<file path="src/rtl/gray_codec_if.sv">
// Bus bundle for gray_codec: encode and decode paths plus the optional step flag.
// gray_step_err is present only when GRAY_CODEC_STEP_CHECK_EN is defined.
interface gray_codec_if #(
    parameter int WIDTH = 8
);
    logic [WIDTH-1:0] binary_in;
    logic [WIDTH-1:0] gray_comb;
    logic [WIDTH-1:0] gray_out;
    logic [WIDTH-1:0] gray_in;
    logic [WIDTH-1:0] binary_comb;
    logic [WIDTH-1:0] binary_out;
`ifdef GRAY_CODEC_STEP_CHECK_EN
    logic             gray_step_err;
`endif

    modport master (
        output binary_in,
        output gray_in,
        input  gray_comb,
        input  gray_out,
        input  binary_comb,
`ifdef GRAY_CODEC_STEP_CHECK_EN
        input  gray_step_err,
`endif
        input  binary_out
    );

    modport slave (
        input  binary_in,
        input  gray_in,
        output gray_comb,
        output gray_out,
        output binary_comb,
`ifdef GRAY_CODEC_STEP_CHECK_EN
        output gray_step_err,
`endif
        output binary_out
    );
endinterface

</file>
<file path="src/rtl/gray_codec.sv">
// Registered bidirectional Gray codec (binary->Gray and Gray->binary).
// Define GRAY_CODEC_STEP_CHECK_EN to add a multi-bit-step checker on gray_in.
module gray_codec #(
    parameter int WIDTH = 8
) (
    input logic          clock,
    input logic          resetn,
    gray_codec_if.slave  bus
);
    logic [WIDTH-1:0] gray_c;
    logic [WIDTH-1:0] bin_c;
    logic [WIDTH-1:0] gray_out_d,   gray_out_q;
    logic [WIDTH-1:0] binary_out_d, binary_out_q;

    always_comb begin
        gray_c = bus.binary_in ^ (bus.binary_in >> 1);
    end

    // Each binary bit is the XOR reduction of the Gray bits at and above it.
    always_comb begin
        bin_c = '0;
        for (int unsigned i = 0; i < WIDTH; i++) begin
            bin_c[i] = ^(bus.gray_in >> i);
        end
    end

    always_comb begin
        gray_out_d   = gray_c;
        binary_out_d = bin_c;
    end

    always_ff @(posedge clock or negedge resetn) begin
        if (!resetn) begin
            gray_out_q   <= '0;
            binary_out_q <= '0;
        end else begin
            gray_out_q   <= gray_out_d;
            binary_out_q <= binary_out_d;
        end
    end

    assign bus.gray_comb   = gray_c;
    assign bus.binary_comb = bin_c;
    assign bus.gray_out    = gray_out_q;
    assign bus.binary_out  = binary_out_q;

`ifdef GRAY_CODEC_STEP_CHECK_EN
    logic [WIDTH-1:0] gray_prev_d, gray_prev_q;
    logic             hist_valid_d, hist_valid_q;
    logic             step_err_d, step_err_q;

    // Holds and single-bit changes are legal; the first sample after reset is never checked.
    always_comb begin
        gray_prev_d  = bus.gray_in;
        hist_valid_d = 1'b1;
        step_err_d   = hist_valid_q && ($countones(bus.gray_in ^ gray_prev_q) > 1);
    end

    always_ff @(posedge clock or negedge resetn) begin
        if (!resetn) begin
            gray_prev_q  <= '0;
            hist_valid_q <= 1'b0;
            step_err_q   <= 1'b0;
        end else begin
            gray_prev_q  <= gray_prev_d;
            hist_valid_q <= hist_valid_d;
            step_err_q   <= step_err_d;
        end
    end

    assign bus.gray_step_err = step_err_q;
`endif
endmodule

</file>
<file path="src/flat_wrapper.sv">
// flat-port wrapper written by rule: the top's interface ports become plain ports
module gray_codec_flat 
#(
    parameter int WIDTH = 8
)
  (clock, resetn, bus_binary_in, bus_gray_in, bus_gray_comb, bus_gray_out, bus_binary_comb, bus_binary_out);
  gray_codec_if #(.WIDTH(WIDTH)) bus_i ();
  input logic clock;
  input logic resetn;
  input wire logic [$bits(bus_i.binary_in)-1:0] bus_binary_in;
  input wire logic [$bits(bus_i.gray_in)-1:0] bus_gray_in;
  output wire logic [$bits(bus_i.gray_comb)-1:0] bus_gray_comb;
  output wire logic [$bits(bus_i.gray_out)-1:0] bus_gray_out;
  output wire logic [$bits(bus_i.binary_comb)-1:0] bus_binary_comb;
  output wire logic [$bits(bus_i.binary_out)-1:0] bus_binary_out;
  assign bus_i.binary_in = bus_binary_in;
  assign bus_i.gray_in = bus_gray_in;
  assign bus_gray_comb = bus_i.gray_comb;
  assign bus_gray_out = bus_i.gray_out;
  assign bus_binary_comb = bus_i.binary_comb;
  assign bus_binary_out = bus_i.binary_out;
  gray_codec #(.WIDTH(WIDTH)) u_core (.clock(clock), .resetn(resetn), .bus(bus_i));
endmodule
</file>
<file path="config.mk">
export PLATFORM = sky130hd
export DESIGN_NAME = gray_codec_flat
export DESIGN_NICKNAME = d
export VERILOG_FILES = /design/src/rtl/gray_codec_if.sv /design/src/rtl/gray_codec.sv /design/src/flat_wrapper.sv
export SDC_FILE = /design/constraint.sdc
export NUM_CORES = 1
export LEC_CHECK = 0
export ABC_CLOCK_PERIOD_IN_PS = 2600
export BUFFER_PORTS_ARGS = -buffer_cell sky130_fd_sc_hd__buf_2
export CELL_PAD_IN_SITES_DETAIL_PLACEMENT = 0
export CELL_PAD_IN_SITES_GLOBAL_PLACEMENT = 1
export CORE_MARGIN = 2
export CORE_UTILIZATION = 28
export CTS_CLUSTER_SIZE = 25
export DETAILED_ROUTE_END_ITERATION = 10
export GPL_ROUTABILITY_DRIVEN = 1
export PLACE_DENSITY = 0.81
export SLEW_MARGIN = 20
export SYNTH_ARGS = -nofsm -noshare
export SYNTH_HDL_FRONTEND = slang
export SYNTH_SLANG_ARGS = --single-unit
</file>
<file path="constraint.sdc">
create_clock -name clock -period 2.6 [get_ports clock]
set_input_delay 0.13 -clock clock [delete_from_list [all_inputs] [get_ports clock]]
set_output_delay 0.13 -clock clock [all_outputs]
set_load 0.01 [all_outputs]
</file>
==> Word-level counts from Yosys, hierarchy flattened <==
Index checks and enable logic that the tools add are counted.
Widths: inputs -> output; s select.
{ "word_totals": {"register_bits": 16, "input_bits": 18, "out_inout_bits": 32, "word_cells": 11} }
{ "op_classes": {"n_bitwise": 1, "n_reduce_logical": 8} }
{ "ops": {"columns": ["op", "n"], "rows": [
  ["$reduce_xor 8->1", 8],
  ["$xor 8x7->8", 1]
]} }

==> Depth between registers and ports, before layout <==
{ "depth": {"depth_word": 1, "depth_mapped": 3, "ltp_nobuf": 3} }

==> Least setup slack after synthesis <==
Ideal clock, no wire load.
{ "synth_timing": {"path_type": "input-to-output", "start": "input bus_gray_in[7]", "end": "output bus_binary_comb[1]", "t_arrival_ns": 1.348, "required_ns": 2.470, "setup_slack_ns": 1.122, "cell_stages": 3, "n_path_buf": 0, "cell_sequence": "xor3_2 -> xnor3_2 -> xor2_1"} }
{ "synth_via": {"elab_chain_cells": 1} }
{ "synth_rtl": {"columns": ["element", "line_no", "rtl"], "rows": [
  ["start, declared", "flat_wrapper.sv:11", "input wire logic [$bits(bus_i.gray_in)-1:0] bus_gray_in;"],
  ["$reduce_xor 8->1", "gray_codec.sv:23", "bin_c[i] = ^(bus.gray_in >> i);"],
  ["end, declared", "flat_wrapper.sv:14", "output wire logic [$bits(bus_i.binary_comb)-1:0] bus_binary_comb;"]
]} }
No other way between the ends.

==> Final worst setup path <==
Same ends and word-level chain as after synthesis.

==> results.md <==
- By area, the combinational part of the netlist is dominated by XOR/XNOR gates.
- The area share of xor/xnor cells in the synthesized design is 30.1%.
- The number of hold-slack violations in the final timing report is 0.
- The final standard cell count with taps included and fillers excluded is approximately 110.
- The initial utilization of the core area, before any placement, comes to between 20% and 30%.
- The estimated wirelength of the detail-placed design is 974 um.
- The clock passes through at most 2 buffers.
- The count of routing violations after the opening detailed-route iteration is 0.
- The number of post-CTS setup repair buffers is 0.
- The switching part of the total is 30.2%.
- The via count of the first global-routing pass was 453.
- Counting every net in the synthesized netlist gives 52.
- For this design the static power due to leakage is a little under 0.5 nW.
- The number of antenna violations at the first check in global routing came to 0.
- Of the total synthesized cell area, the portion taken by AND, OR, NAND and NOR gates is 0%.
- Counting every sink on the clock net gives 16.
- In this run, synthesis produced a sequential element count of 16.
- The analysis attributes to net switching a power of 0.190 mW.
- TritonCTS built the clock tree.
- STA classifies the critical path endpoint as an output pin.
- At the worst endpoint, the arrival time is 2.04 ns.
- The critical path capture point is bus_binary_comb[1].
- Before CTS, the worst setup slack after placement is 0.949 ns.
- Dividing the detail-routed wire length by the instance count gives 10.5 um.
- Summing the areas of all fa, ha and maj instances in the mapped netlist gives 0% of the synthesized area.
- The count of yosys warnings during synthesis is 0.
- For the final routed database, the setup TNS stands at 0 ns.
- The average cell area after synthesis is 17.5 um2.
- For this run, the post-layout net count is between 100 and 150.
- At the pin with the least slew margin, the transition time is 0.362 ns.
- The area enclosed by the die boundary is between 2000 and 3000 um2.
- Measured along the x axis, the die boundary spans approximately 50 um.
- The total wire length is between 1000 and 1500 um.
- The number of gates resized after cts is 0.
- The boundary pin count is 50.
- The share of the clock period used by the worst path after layout is 83.6%.
- The remaining global-route overflow is 0.
- IR analysis of the VDD net gives a maximum drop of 0.000320 V.
- The fraction of final layout cells sized beyond drive strength 1 is 63.2%.
- The power per cell area is 691 nW/um2.
- The number of nets still failing antenna checks after routing is 0.
- Global routing used 9.90% of the available tracks.
- The largest fanout of any net on the critical path is 4.
- Based on the critical path, the design can be clocked at up to 460 MHz.
- Of the post-synthesis cell area, the part taken by muxes is 0%.
- The synthesized netlist occupies a cell area of ~600 um2.
- The final number of setup-violating endpoints is 0.
- The count of final max-slew check failures is 0.
- Per report_power, the sequential group accounts for between 40% and 50% of the total.
- The clock tree root driver cell is sky130_fd_sc_hd__clkbuf_4.
- After synthesis, the netlist uses 7 different library cells.
- The headroom to the max-slew limit is 75.8%.
- Across the run, the number of max-cap violations was 0.
- The required time reported for the critical path endpoint is 2.47 ns.
- The number of buffers added by the clock tree synthesis step is 3.
- The maximum number of pins on one net before global-route repair is 17.
- The area growth from synthesis to layout is 53.3%.
- Once layout is complete, the utilization of the core stands at 46.0%.
- Final hold analysis gives a worst-case slack of 0.0469 ns.
- The die outline height is 50.1 um.
- Hold repair after CTS inserted 3 buffers.
- In this run the number of H-tree levels came out at 1.
- The total inserted antenna cells is 0.
- The smallest clock period supported by the final layout is computed as 2.17 ns.
- In the layout the commonest cells are sky130_fd_sc_hd__buf_2, sky130_fd_sc_hd__dfrtp_1, sky130_fd_sc_hd__xor2_1.
- Clock-pin slew was measured on the worst setup and hold paths at 0.08 ns.
- The startpoint of the worst setup timing path is bus_gray_in[7].
- The proportion of power drawn by combinational gates is 33.6%.
- In this run, placement finished with an instance count of 108.
- The class of the tightest hold or removal check is input port to register.
- The most common cell after layout, fill and taps aside is sky130_fd_sc_hd__buf_2.
- The ratio of routed vias to standard cells is 3.97.
- In the post-route analysis, the smallest setup slack over all paths is 0.426 ns.
- Setup repair after global routing left no endpoint under its margin.
- The critical path launch point type is an input port.
- The area fraction in compound gates after synthesis is 0%.
- The register area share after synthesis is around two thirds.
- The clock network accounts for 19.3% of the total power.
- The critical path class is input port to output pin.
- The routed layout has 453 vias.
- The number of design rule violations left after detail routing is 0.
- The number of buffers inserted by port buffering is 49.
- The cell internal power dissipation is 0.439 mW.
- The run finished with clean final reports.
- The first global-routing pass estimated 1860 um of wire.
- The number of instances in the synthesized netlist is 34.
- For this run, the detailed router's first-pass iteration total came to 1.
- The final weighted congestion of routability-driven global placement is 0.642.
- After floorplanning, the core was sized to cover 1980 um2.
- The row count is 16.
==> through the flow <==
stage,instance area (um2),total power [mW]
2_1_floorplan,594,0.408
3_3_place_gp,858,0.511
3_5_place_dp,858,0.514
4_1_cts,911,0.646
5_1_grt,911,0.675
6_report,911,0.629
==> final cells by class <==
type / count / area, um2
fillers: 202 / 1070
flip-flops and latches: 16 / 400
repair buffers: 52 / 275
multi-input cells: 16 / 179
well taps: 27 / 33.8
clock buffers: 3 / 22.5
==> registers in the layout, indices dropped and copies added (netlist names) <==
register               count
u_core.bus.gray_out        8
u_core.bus.binary_out      8
==> worst min path at each step <==
stage                           startpoint                        to  slack, ns  cells past startpoint
after floorplan                     resetn  u_core.bus.binary_out[0]      -0.17                      0
after global placement              resetn    u_core.bus.gray_out[7]       0.05                      1
after detailed placement            resetn  u_core.bus.binary_out[7]       0.07                      1
after CTS                 bus_binary_in[0]    u_core.bus.gray_out[0]       0.03                      2
after global routing      bus_binary_in[0]    u_core.bus.gray_out[0]       0.03                      2
final                     bus_binary_in[0]    u_core.bus.gray_out[0]       0.05                      2
==> Yosys cell counts <==
library cell	n	area (um2)
sky130_fd_sc_hd__xnor2_2	1	16.3
sky130_fd_sc_hd__xor3_2	1	25.0
sky130_fd_sc_hd__dfrtp_1	16	400
sky130_fd_sc_hd__xor2_1	11	96.3
sky130_fd_sc_hd__buf_4	2	15.0
sky130_fd_sc_hd__xnor2_1	2	17.5
sky130_fd_sc_hd__xnor3_2	1	23.8
==> worst max-delay path, cell delays in order <==
cell,delay [ns]
sky130_fd_sc_hd__dlygate4sd3_1,0.51
sky130_fd_sc_hd__buf_2,0.13
sky130_fd_sc_hd__xor3_2,0.48
sky130_fd_sc_hd__xnor3_2,0.45
sky130_fd_sc_hd__xor2_1,0.18
sky130_fd_sc_hd__buf_2,0.16
==> power by group through the flow <==
stage          logic [mW]  registers [mW]  clock network (mW)
2_1_floorplan      0.0815           0.327                   0
3_3_place_gp        0.210           0.302                   0
3_5_place_dp        0.212           0.302                   0
4_1_cts             0.216           0.297               0.132
5_1_grt             0.230           0.301               0.145
6_report            0.211           0.297               0.121
==> logic make-up after synthesis <==
kind of cell,count (synthesis)
xor+xnor,16
buf+inv,2
flops,16
==> layer usage <==
layer	global-route usage (%)	wire length, um
met2	16.4	538
met4	4.17	0
met5	0	0
met3	5.76	221
met1	9.96	439
Note: power is estimated with default switching activity, not from simulation.
